--- config.mk ---
export PLATFORM = sky130hd
export DESIGN_NAME = serial_frame_rx_flat
export DESIGN_NICKNAME = d
export VERILOG_FILES = /design/src/rtl/serial_frame_rx_if.sv /design/src/rtl/serial_frame_rx.sv /design/src/flat_wrapper.sv
export SDC_FILE = /design/constraint.sdc
export NUM_CORES = 1
export LEC_CHECK = 0
export BUFFER_PORTS_ARGS = -buffer_cell sky130_fd_sc_hd__buf_2
export CAP_MARGIN = 0
export CORE_MARGIN = 2
export CORE_UTILIZATION = 59
export CTS_CLUSTER_DIAMETER = 120
export CTS_CLUSTER_SIZE = 8
export DETAILED_ROUTE_END_ITERATION = 6
export PLACE_DENSITY = 0.78
export SETUP_SLACK_MARGIN = 0.02
export SKIP_CTS_REPAIR_TIMING = 1
export SYNTH_ARGS = -nofsm -noshare
export SYNTH_HDL_FRONTEND = slang
export SYNTH_SLANG_ARGS = --single-unit
--- constraint.sdc ---
create_clock -name clk_i -period 2.49 [get_ports clk_i]
set_input_delay 0.249 -clock clk_i [delete_from_list [all_inputs] [get_ports clk_i]]
set_output_delay 0.249 -clock clk_i [all_outputs]
set_load 0.02 [all_outputs]
--- src/rtl/serial_frame_rx_if.sv ---
// Output stream of the serial frame receiver: word + valid/ready handshake
// plus error status. Member names are from the receiver's point of view.
interface serial_frame_rx_if #(
    parameter int BIT_WIDTH = 8
);
    logic [BIT_WIDTH-1:0] data_o;
    logic                 valid_o;
    logic                 ready_i;
    logic                 parity_err_o;
    logic                 frame_err_o;
    logic                 overrun_o;

    // Receiver side: produces words and status, consumes ready.
    modport master (
        output data_o, valid_o, parity_err_o, frame_err_o, overrun_o,
        input  ready_i
    );

    // Consumer side.
    modport slave (
        input  data_o, valid_o, parity_err_o, frame_err_o, overrun_o,
        output ready_i
    );
endinterface

--- src/rtl/serial_frame_rx.sv ---
// Serial frame receiver: start 0, BIT_WIDTH data bits, optional even parity,
// stop 1. Samples the line only on en_i strobes, presents good words on a
// valid/ready stream and flags parity, framing and overrun conditions.
module serial_frame_rx #(
    parameter int BIT_WIDTH = 8,
    parameter bit PARITY_EN = 1'b1
) (
    input  logic                 clk_i,
    input  logic                 n_rst_i,
    input  logic                 en_i,
    input  logic                 serial_i,
    input  logic                 msb_first_i,
    serial_frame_rx_if.master    bus
);
    localparam int CNT_W = $clog2(BIT_WIDTH);

    typedef enum logic [2:0] {
        S_IDLE,
        S_DATA,
        S_PARITY,
        S_STOP,
        S_BREAK
    } state_t;

    state_t               state_q, state_d;
    logic [CNT_W-1:0]     cnt_q, cnt_d;
    logic [BIT_WIDTH-1:0] shift_q, shift_d;
    logic                 msb_q, msb_d;       // bit order latched at start bit
    logic                 par_bad_q, par_bad_d;
    logic [BIT_WIDTH-1:0] data_q, data_d;
    logic                 valid_q, valid_d;
    logic                 perr_q, perr_d;
    logic                 ferr_q, ferr_d;
    logic                 ovr_q, ovr_d;

    // State and datapath registers; reset aborts any frame in progress.
    always_ff @(posedge clk_i) begin
        if (!n_rst_i) begin
            state_q   <= S_IDLE;
            cnt_q     <= '0;
            shift_q   <= '0;
            msb_q     <= 1'b0;
            par_bad_q <= 1'b0;
            data_q    <= '0;
            valid_q   <= 1'b0;
            perr_q    <= 1'b0;
            ferr_q    <= 1'b0;
            ovr_q     <= 1'b0;
        end else begin
            state_q   <= state_d;
            cnt_q     <= cnt_d;
            shift_q   <= shift_d;
            msb_q     <= msb_d;
            par_bad_q <= par_bad_d;
            data_q    <= data_d;
            valid_q   <= valid_d;
            perr_q    <= perr_d;
            ferr_q    <= ferr_d;
            ovr_q     <= ovr_d;
        end
    end

    // Next state: handshake and pulse clearing every cycle, frame FSM on strobes.
    always_comb begin
        state_d   = state_q;
        cnt_d     = cnt_q;
        shift_d   = shift_q;
        msb_d     = msb_q;
        par_bad_d = par_bad_q;
        data_d    = data_q;
        valid_d   = valid_q;
        perr_d    = 1'b0;
        ferr_d    = 1'b0;
        ovr_d     = ovr_q;

        if (valid_q && bus.ready_i)
            valid_d = 1'b0;

        if (en_i) begin
            case (state_q)
                S_IDLE: begin
                    if (!serial_i) begin
                        state_d   = S_DATA;
                        cnt_d     = '0;
                        msb_d     = msb_first_i;
                        par_bad_d = 1'b0;
                    end
                end
                S_DATA: begin
                    if (msb_q)
                        shift_d = {shift_q[BIT_WIDTH-2:0], serial_i};
                    else
                        shift_d = {serial_i, shift_q[BIT_WIDTH-1:1]};
                    cnt_d = cnt_q + CNT_W'(1);
                    if (cnt_q == CNT_W'(BIT_WIDTH - 1)) begin
                        cnt_d   = '0;
                        state_d = PARITY_EN ? S_PARITY : S_STOP;
                    end
                end
                S_PARITY: begin
                    // Even parity: XOR over data and parity bit must be 0.
                    par_bad_d = (^shift_q) ^ serial_i;
                    state_d   = S_STOP;
                end
                S_STOP: begin
                    if (serial_i) begin
                        state_d = S_IDLE;
                        if (par_bad_q) begin
                            perr_d = 1'b1;
                        end else if (!valid_q || bus.ready_i) begin
                            data_d  = shift_q;
                            valid_d = 1'b1;
                        end else begin
                            ovr_d = 1'b1;
                        end
                    end else begin
                        ferr_d  = 1'b1;
                        state_d = S_BREAK;
                    end
                end
                S_BREAK: begin
                    // Wait for the line to return high so a held-low line
                    // cannot masquerade as a start bit.
                    if (serial_i)
                        state_d = S_IDLE;
                end
                default: state_d = S_IDLE;
            endcase
        end
    end

    assign bus.data_o       = data_q;
    assign bus.valid_o      = valid_q;
    assign bus.parity_err_o = perr_q;
    assign bus.frame_err_o  = ferr_q;
    assign bus.overrun_o    = ovr_q;

endmodule

--- src/flat_wrapper.sv ---
// flat-port wrapper written by rule: the top's interface ports become plain ports
module serial_frame_rx_flat 
#(
    parameter int BIT_WIDTH = 8,
    parameter bit PARITY_EN = 1'b1
)
  (clk_i, n_rst_i, en_i, serial_i, msb_first_i, bus_data_o, bus_valid_o, bus_parity_err_o, bus_frame_err_o, bus_overrun_o, bus_ready_i);
  serial_frame_rx_if #(.BIT_WIDTH(BIT_WIDTH)) bus_i ();
  input  logic clk_i;
  input  logic n_rst_i;
  input  logic en_i;
  input  logic serial_i;
  input  logic msb_first_i;
  output wire logic [$bits(bus_i.data_o)-1:0] bus_data_o;
  output wire logic [$bits(bus_i.valid_o)-1:0] bus_valid_o;
  output wire logic [$bits(bus_i.parity_err_o)-1:0] bus_parity_err_o;
  output wire logic [$bits(bus_i.frame_err_o)-1:0] bus_frame_err_o;
  output wire logic [$bits(bus_i.overrun_o)-1:0] bus_overrun_o;
  input wire logic [$bits(bus_i.ready_i)-1:0] bus_ready_i;
  assign bus_data_o = bus_i.data_o;
  assign bus_valid_o = bus_i.valid_o;
  assign bus_parity_err_o = bus_i.parity_err_o;
  assign bus_frame_err_o = bus_i.frame_err_o;
  assign bus_overrun_o = bus_i.overrun_o;
  assign bus_i.ready_i = bus_ready_i;
  serial_frame_rx #(.BIT_WIDTH(BIT_WIDTH), .PARITY_EN(PARITY_EN)) u_core (.clk_i(clk_i), .n_rst_i(n_rst_i), .en_i(en_i), .serial_i(serial_i), .msb_first_i(msb_first_i), .bus(bus_i));
endmodule
==> results.yml, run 1 <==
status:
  run_status: "finished clean"
timing:
  finalClockSkew_ps: 0.755
  layout_worst_path_cycle_share_pct: 72.0
  hold_violation_count_in_the_final_report: 0
  post-route-min-period_ps: 1790
  slew_headroom_pct: 58.0
  finalSetupTns_ps: 0
  fin_hold_ws_ps: 188
  final-setup-viol-count: 0
  setup_repair_after_global_routing_missed_its_margin: "false"
  worst_pin_slew_ps: 628
  report.final.slew_viol_count: 0
  timing.fmax_ghz: 0.558
logic_synthesis:
  synth_adder_area_share_pct: 1.90
  synth-warning-count: 0
  synthesis.area_per_instance_um2: 10.2
  synth-simple-area-share_pct: 21.0
  synth_xor_area_share_pct: 5.71
  syn-instance-count: 129
  synth_edf_count: 0
  async_reset_ff_share_pct: 0
  yosys.cell_types.count: 28
  synth_top_family_by_area: "simple AND/OR/NAND/NOR gates"
  compound_cell_area_share_of_the_yosys_netlist_pct: 11.4
  postSynth.topFlopCell: "sky130_fd_sc_hd__dfxtp_1"
  mappedNetlistArea_um2: 1310
  synth.mux.area_fraction_pct: 14.5
  synth_seq_cells: 28
  syn_nets: 137
  post_synthesis_sequential_area_ratio_pct: 42.7
die:
  floorplan.initialDensity_pct: 61.2
  floorplan.die_area_um2: 2620
  fp-row-count: 17
  pin_count: 18
  coreArea_um2: 2150
  die_w_um: 51.2
  dieHeight_um: 51.2
finish:
  area.growth.synth_to_final_pct: 9.71
  most-common-layout-cells: "sky130_fd_sc_hd__dfxtp_1, sky130_fd_sc_hd__mux2i_1, sky130_fd_sc_hd__nor2b_1, sky130_fd_sc_hd__buf_2, sky130_fd_sc_hd__nand2_1"
  layout-drive-gt1-share_pct: 16.8
  fin_nets: 152
  n_diodes: 0
  most_frequent_standard_cell_in_the_layout_excluding_fill_and_tap_cells: "sky130_fd_sc_hd__dfxtp_1"
critical_path:
  rrSetupSlack_ps: 700
  crit_path_cell_trace: "nand4b_2 > nor3_4 > mux2i_1 > nor2b_1"
  critPathCaptureType: "flop"
  criticalPathCategory: "reg2reg"
  worst_path_required_ps: 2720
  worstSetupStartpointType: "flop"
  timing.critical_path.slowest_stage_cell: "sky130_fd_sc_hd__dfxtp_1"
  critPathMaxStageDelay_ps: 610
  critical_path_peak_fanout: 11
  timing.critical_path.max_delay_family: "simple AND/OR/NAND/NOR gates"
  worst-endpoint-arrival_ps: 2030
  cp.buffers_inverters: 0
clock_tree:
  cts.sinks: 28
  clock-root-buffer: "sky130_fd_sc_hd__clkbuf_4"
  clock_pin_slew_on_the_worst_setup_and_hold_paths_ps: 140
  cts.path.max_buffers: 2
  cts_inserted_buffers: 3
  clock_latency_ps: 320
  cts_tree: "done"
  htreeDepth: 1
routing:
  routed-via-count: 940
  detailedRoute.firstIterationViolations: 8
  drt-vias-per-instance: 5.50
  wl_per_cell_um: 13.4
  drt_first_pass_iters: 4
  drtAntennaViolNets: 0
  route.final.wire_length_um: 2290
  remaining_drc_errors: 0
run:
  timing.max_cap.violations: 0
global_routing:
  antenna_violations_before_repair: 0
  grtUsageTotal_pct: 20.6
  grt_pass1_vias: 899
  largest_net_degree_at_the_start_of_global_routing: 29
  grt_pass1_wl_um: 4020
  globalRouteOverflowTotal: 0
power:
  ir_drop_uv: 420
  p_per_area_nw_per_um2: 533
  total_leakage_power_uw: 0.000671
place:
  hpwlAfterDp_um: 1590
  port_buffers: 17
  routabilityCongestion: 0.815
worst_hold_path:
  hold_path_class: "in2reg"
[worst reg2reg max path, delay by kind of cell, from the launching register on]
kind,cells,cell delay (ps)
AND/OR/NAND/NOR,3,830
flip-flops,1,610
multiplexers,1,270
[layout make-up]
class	count	area (um^2)
multi-input cells	92	717
flip-flops and latches	28	561
well taps	28	35.0
clock buffers	4	36.3
repair buffers	17	85.1
fillers	188	707
inverters	2	7.51
[routing by layer]
layer  part of all wire [%]  up-vias  track usage [%]
met2                     48       21             35.5
li1                       -      482                -
met5                      0        -                0
met4                    1.9        0             10.8
met3                    3.7        4             2.05
met1                     46      433             25.3
[path summary, 6_finish.rpt]
kind / endpoint / startpoint / cells after the start
worst max-delay path: u_core.bus.data_o[5] / u_core.state_q[1] / 4
worst min-delay path: u_core.msb_q / msb_first_i / 3
worst max register to register: u_core.bus.data_o[5] / u_core.state_q[1] / 4
worst min register to register: u_core.bus.parity_err_o / u_core.par_bad_q / 2
[kinds of logic after synthesis]
logic type / Yosys count
flops: 28
xor+xnor: 7
fa+ha+maj: 2
simple gates: 45
buf+inv: 9
mux: 19
compound gates: 19
[where the power goes]
part / switching [uW] / total, uW / internal, uW
sequential: 15.9 / 473 / 457
combinational: 35.8 / 77.4 / 41.7
clock: 127 / 217 / 89.5
[synth_stat cells, drive strengths merged (2+ instances only)]
master  number  share of area, %
nor2         4               1.1
nand2       11               3.1
inv          2              0.57
a22oi        2               1.1
xnor2        4               2.7
clkbuf       5               1.4
xor2         2               1.3
dfxtp       28                43
mux2i       19                14
nand4        2              0.95
o211a        8               6.1
o21ai        3               1.1
ha           2               1.9
nor2b       18               8.6
a21oi        2              0.76
nand2b       2              0.95
buf          2              0.76
nor3         4               3.2
[through the flow]
| step | power [uW] | utilization (%) | area (um^2) | instances | setup WS (ps) |
|---|---|---|---|---|---|
| 6_report | 768 | 67.1 | 1440 | 171 | 696 |
| 5_1_grt | 800 | 67.1 | 1440 | 171 | 550 |
| 4_1_cts | 778 | 67.1 | 1440 | 171 | 701 |
| 3_5_place_dp | 561 | 65.4 | 1410 | 167 | 710 |
| 3_3_place_gp | 559 | 65.4 | 1410 | 167 | 810 |
| 2_1_floorplan | 545 | - | 1310 | 129 | 1100 |
[state kept, by name, summed over array words and instances (netlist names)]
register	cells
u_core.bus.overrun_o	1
u_core.bus.data_o	8
u_core.cnt_q	3
u_core.bus.frame_err_o	1
u_core.bus.parity_err_o	1
u_core.par_bad_q	1
u_core.state_q	3
u_core.bus.valid_o	1
u_core.msb_q	1
u_core.shift_q	8
Power figures use the tool's default switching activity.
==> run 2: changes to the inputs <==
--- a/config.mk
+++ b/config.mk
@@ -8,11 +8,11 @@
 export BUFFER_PORTS_ARGS = -buffer_cell sky130_fd_sc_hd__buf_2
 export CAP_MARGIN = 0
 export CORE_MARGIN = 2
-export CORE_UTILIZATION = 59
+export CORE_UTILIZATION = 50
 export CTS_CLUSTER_DIAMETER = 120
 export CTS_CLUSTER_SIZE = 8
 export DETAILED_ROUTE_END_ITERATION = 6
-export PLACE_DENSITY = 0.78
+export PLACE_DENSITY = 0.7
 export SETUP_SLACK_MARGIN = 0.02
 export SKIP_CTS_REPAIR_TIMING = 1
 export SYNTH_ARGS = -nofsm -noshare
==> constraint.sdc (replaced) <==
create_clock -name clk_i -period 1.64 [get_ports clk_i]
set_input_delay 0.164 -clock clk_i [delete_from_list [all_inputs] [get_ports clk_i]]
set_output_delay 0.164 -clock clk_i [all_outputs]
set_load 0.02 [all_outputs]
==> run 2 against run 1 <==
- sequential cell count unchanged
- global-route usage decreased by 5.3 points
- via count increased by 2.0%
==> results.yml, run 2 (same netlist as run 1, synthesis figures left out) <==
place:
  hpwlAfterDp_um: 1500
  postPlaceCellArea_um2: 1430
  routabilityCongestion: 0.748
  port_buffers: 17
timing:
  finalSetupTns_ps: 0
  final-setup-viol-count: 0
  hold_violation_count_in_the_final_report: 0
  post-route-min-period_ps: 1460
  report.final.slew_viol_count: 0
  worst_pin_slew_ps: 472
  timing.fmax_ghz: 0.685
  setup_repair_after_global_routing_missed_its_margin: "false"
  layout_worst_path_cycle_share_pct: 89.0
  slew_headroom_pct: 68.5
  finalClockSkew_ps: 9.10
clock_tree:
  clock_latency_ps: 330
  cts.sinks: 28
  htreeDepth: 1
  clock-root-buffer: "sky130_fd_sc_hd__clkbuf_4"
  clock_pin_slew_on_the_worst_setup_and_hold_paths_ps: 150
  cts_tree: "done"
  cts_inserted_buffers: 3
  cts.path.max_buffers: 2
finish:
  ff_latch_area_um2: 561
  fillerInstances: 226
  fin_nets: 155
  n_diodes: 0
  most-common-layout-cells: "sky130_fd_sc_hd__dfxtp_1, sky130_fd_sc_hd__mux2i_1, sky130_fd_sc_hd__nor2b_1, sky130_fd_sc_hd__buf_2, sky130_fd_sc_hd__nand2_1"
  final_standard_cell_utilization_of_the_core_pct: 59.2
  multi_input_combinational_cell_area_um2: 717
  area.growth.synth_to_final_pct: 11.6
  layout-drive-gt1-share_pct: 18.5
  design_area_um2: 1470
  most_frequent_standard_cell_in_the_layout_excluding_fill_and_tap_cells: "sky130_fd_sc_hd__dfxtp_1"
critical_path:
  crit_path_cell_trace: "nand4b_2 > nor3_4 > buf_4 > mux2i_1 > nor2b_1"
  critical_path_peak_fanout: 8
  worst-endpoint-arrival_ps: 1690
  worstSetupStartpointType: "flop"
  critPathMaxStageDelay_ps: 490
  worst_r2r_startpoint: "u_core.state_q[0]"
  r2r.worst_path.cells: 5
  timing.critical_path.slowest_stage_cell: "sky130_fd_sc_hd__dfxtp_1"
  worst_path_required_ps: 1870
  criticalPathCategory: "reg2reg"
  worstSetupStartpoint: "u_core.state_q[0]"
  critPathCaptureType: "flop"
routing:
  remaining_drc_errors: 0
  wl_per_cell_um: 12.3
  routed-via-count: 959
  detailedRoute.firstIterationViolations: 13
  drt_first_pass_iters: 4
  drtAntennaViolNets: 0
  route.final.wire_length_um: 2170
  drt-vias-per-instance: 5.45
global_routing:
  grt_pass1_vias: 831
  largest_net_degree_at_the_start_of_global_routing: 29
  antenna_violations_before_repair: 0
  grt_pass1_wl_um: 3790
  globalRouteOverflowTotal: 0
  grtUsageTotal_pct: 15.3
die:
  fp-row-count: 18
  floorplan.die_area_um2: 3050
  coreArea_um2: 2480
  dieHeight_um: 55.3
  pin_count: 18
  floorplan.initialDensity_pct: 53.0
  die_w_um: 55.3
power:
  p_seq_share_pct: 61.2
  p_sw_share_pct: 23.7
  power.clock.fraction_pct: 28.6
  power_report.internal_total_uw: 895
  total_leakage_power_uw: 0.000687
  p_per_area_nw_per_um2: 800
  net_switching_power_of_the_design_uw: 278
  pwr-share-comb_pct: 10.2
  ir_drop_uv: 430
worst_hold_path:
  timing.hold.worst_path_depth: 3
  hold_path_class: "in2reg"
  holdCritStartpoint: "msb_first_i"
run:
  timing.max_cap.violations: 0
status:
  run_status: "finished clean"
run 2: cell count changes in the layout (fill, tap and decap cells not counted):
cell and change:
sky130_fd_sc_hd__buf_4 +3
run 2: area by class of cell:
type / count / share of cell area [%]
Inverter: 2 / 0.512
Timing Repair Buffer: 20 / 7.34
Sequential cell: 28 / 38.2
Tap cell: 30 / 2.56
Multi-Input combinational cell: 92 / 48.9
Clock buffer: 4 / 2.47
run 2: power by group through the flow:
stage	sequential (uW)	combinational, uW	clock [uW]
after detailed placement	734	120	0
after global placement	733	118	0
final	718	120	335
after floorplan	723	104	0
after global routing	722	131	369
after CTS	719	121	350
run 2: through the flow:
step	power [uW]	hold slack (ps)	std cells	setup WS [ps]
3_3_place_gp	851	435	172	247
6_report	1170	89.3	176	180
5_1_grt	1220	108	176	89.4
2_1_floorplan	827	330	129	246
4_1_cts	1190	81.5	176	173
3_5_place_dp	854	438	172	194
run 2: path summary, 6_finish.rpt:
check	slack, ps	end
worst max-delay path	180	u_core.bus.data_o[0]
worst min-delay path	90	u_core.msb_q
worst max register to register	180	u_core.bus.data_o[0]
worst min register to register	460	u_core.bus.parity_err_o
run 2: routing by layer:
layer	vias up	part of all wire [%]	global-route usage, %
met5	-	0	0
met4	0	0.69	6.27
met3	2	3.2	2.11
met2	14	44	22.4
met1	456	52	22.7
li1	487	-	-
run 2: critical path, delay by kind of cell (launching register included):
family                 cells  cell delay, ps
multiplexers               1             210
AND/OR/NAND/NOR            3             460
flip-flops                 1             490
buffers and inverters      1             210
==> run 3: changes to the inputs <==
--- a/config.mk
+++ b/config.mk
@@ -9,12 +9,12 @@
 export CAP_MARGIN = 0
 export CORE_MARGIN = 2
 export CORE_UTILIZATION = 50
+export CTS_BUF_LIST = sky130_fd_sc_hd__clkbuf_16
 export CTS_CLUSTER_DIAMETER = 120
 export CTS_CLUSTER_SIZE = 8
 export DETAILED_ROUTE_END_ITERATION = 6
 export PLACE_DENSITY = 0.7
 export SETUP_SLACK_MARGIN = 0.02
-export SKIP_CTS_REPAIR_TIMING = 1
 export SYNTH_ARGS = -nofsm -noshare
 export SYNTH_HDL_FRONTEND = slang
 export SYNTH_SLANG_ARGS = --single-unit
==> run 3 against run 2 <==
- maximum frequency fell by 0.10%
- clock power up 63%
- clock skew down 6.9 ps
- largest power group unchanged
- sequential power hardly changed
- wire length increased by 2.2%
- register-to-register slack hardly changed
- final area up 2.9%
- highest routed layer unchanged
- hold slack improved by 80 ps
- sequential cell count unchanged
==> results.yml, run 3 (same netlist as run 1, synthesis figures left out) <==
critical_path:
  worst_r2r_endpoint: "u_core.bus.data_o[0]"
  timing.critical_path.max_delay_family: "flip-flops"
  criticalPathCategory: "reg2reg"
  worst_r2r_startpoint: "u_core.state_q[0]"
  r2r.worst_path.cells: 5
  critical_path_peak_fanout: 8
  critPathCaptureType: "flop"
  cp.buffers_inverters: 1
  timing.critical_path.slowest_stage_cell: "sky130_fd_sc_hd__dfxtp_1"
  worst-endpoint-arrival_ps: 1610
  crit_path_cell_trace: "nand4b_2 > nor3_4 > buf_4 > mux2i_1 > nor2b_1"
  worstSetupStartpointType: "flop"
  worst_path_required_ps: 1790
  rrSetupSlack_ps: 180
  critPathMaxStageDelay_ps: 470
timing:
  setup_repair_after_global_routing_missed_its_margin: "false"
  slew_headroom_pct: 68.3
  finalClockSkew_ps: 2.23
  final-setup-viol-count: 0
  worst_pin_slew_ps: 475
  timing.fmax_ghz: 0.684
  layout_worst_path_cycle_share_pct: 89.1
  post-route-min-period_ps: 1460
  finalSetupTns_ps: 0
  hold_violation_count_in_the_final_report: 0
  fin_hold_ws_ps: 169
  report.final.slew_viol_count: 0
  final.setup.worst_slack_ps: 178
finish:
  fin_cells: 176
  fillerInstances: 222
  most_frequent_standard_cell_in_the_layout_excluding_fill_and_tap_cells: "sky130_fd_sc_hd__dfxtp_1"
  most-common-layout-cells: "sky130_fd_sc_hd__dfxtp_1, sky130_fd_sc_hd__mux2i_1, sky130_fd_sc_hd__nor2b_1, sky130_fd_sc_hd__buf_2, sky130_fd_sc_hd__nand2_1"
  fin_nets: 155
  n_diodes: 0
  layout-drive-gt1-share_pct: 17.8
  area.growth.synth_to_final_pct: 14.9
routing:
  drt_first_pass_iters: 4
  wl_per_cell_um: 12.6
  drtAntennaViolNets: 0
  route.final.wire_length_um: 2220
  detailedRoute.firstIterationViolations: 10
  drt-vias-per-instance: 5.51
  routed-via-count: 970
  remaining_drc_errors: 0
power:
  ir_drop_uv: 495
  power.clock.fraction_pct: 39.5
  report.power.total_uw: 1380
  pwr-share-comb_pct: 8.7
  total_leakage_power_uw: 0.000705
  p_seq_share_pct: 51.9
  p_sw_share_pct: 21.6
  net_switching_power_of_the_design_uw: 298
  power_report.internal_total_uw: 1080
  p_per_area_nw_per_um2: 917
clock_tree:
  clock-root-buffer: "sky130_fd_sc_hd__clkbuf_16"
  cts_inserted_buffers: 3
  cts.sinks: 28
  clock_latency_ps: 260
  cts.path.max_buffers: 2
  cts_tree: "done"
  cts.repair_timing.setup_buffer_count: 0
  cts_repair_resize_count: 0
  clock_pin_slew_on_the_worst_setup_and_hold_paths_ps: 70
  htreeDepth: 1
  postCtsHoldBufs: 0
die:
  floorplan.initialDensity_pct: 53.0
  pin_count: 18
  floorplan.die_area_um2: 3050
  coreArea_um2: 2480
  die_w_um: 55.3
  dieHeight_um: 55.3
  fp-row-count: 18
worst_hold_path:
  hold_path_class: "in2reg"
  worstHoldEndpoint: "u_core.msb_q"
  holdCritStartpoint: "msb_first_i"
  timing.hold.worst_path_depth: 3
place:
  port_buffers: 17
  placedCellCount: 172
  routabilityCongestion: 0.748
  hpwlAfterDp_um: 1500
  pre_cts_ws_ps: 194
run:
  timing.max_cap.violations: 0
global_routing:
  largest_net_degree_at_the_start_of_global_routing: 29
  grt_pass1_vias: 850
  globalRouteOverflowTotal: 0
  grt_pass1_wl_um: 3840
  grtUsageTotal_pct: 15.8
  antenna_violations_before_repair: 0
status:
  run_status: "finished clean"
run 3: per-stage QoR:
| step | utilization [%] | instance area, um^2 |
|---|---|---|
| 2_1_floorplan | - | 1310 |
| 3_3_place_gp | 57.7 | 1430 |
| 3_5_place_dp | 57.7 | 1430 |
| 4_1_cts | 60.9 | 1510 |
| 5_1_grt | 60.9 | 1510 |
| 6_report | 60.9 | 1510 |
run 3: metal layers:
| layer | track usage (%) | up-vias | routed length (um) |
|---|---|---|---|
| met2 | 23.3 | 22 | 953 |
| met5 | 0 | - | 0 |
| met4 | 8.36 | 0 | 38 |
| met3 | 2.81 | 4 | 86 |
| met1 | 22.1 | 454 | 1140 |
| li1 | - | 490 | - |
run 3: worst max path at each step:
stage | endpoint | from | depth (start not counted)
floorplan | u_core.bus.data_o[0] | u_core.state_q[0] | 4
global placement | u_core.par_bad_q | u_core.shift_q[4] | 4
detailed placement | u_core.bus.data_o[0] | u_core.state_q[0] | 5
CTS | u_core.bus.data_o[0] | u_core.state_q[0] | 5
global route | u_core.bus.data_o[0] | u_core.state_q[0] | 5
finish | u_core.bus.data_o[0] | u_core.state_q[0] | 5
run 3: area by class of cell:
class                   count  area [um^2]  area share (%)
multi-input cells          92          717            47.5
flip-flops and latches     28          561            37.1
repair buffers             20          108            7.13
clock buffers               3         75.1            4.98
well taps                  30         37.5            2.49
inverters                   2         7.51           0.498
clock inverters             1         3.75           0.249
run 3: worst register-to-register path, delay by kind of cell, from the launching register on:
kind,cells,cell delay [ps]
flip-flops,1,470
AND/OR/NAND/NOR,3,460
buffers and inverters,1,220
multiplexers,1,210
run 3: power groups by stage:
stage	registers (uW)	clock network (uW)	logic, uW
floorplan	723	0	104
global placement	733	0	118
detailed placement	734	0	120
CTS	718	559	121
global route	720	578	132
finish	717	546	120
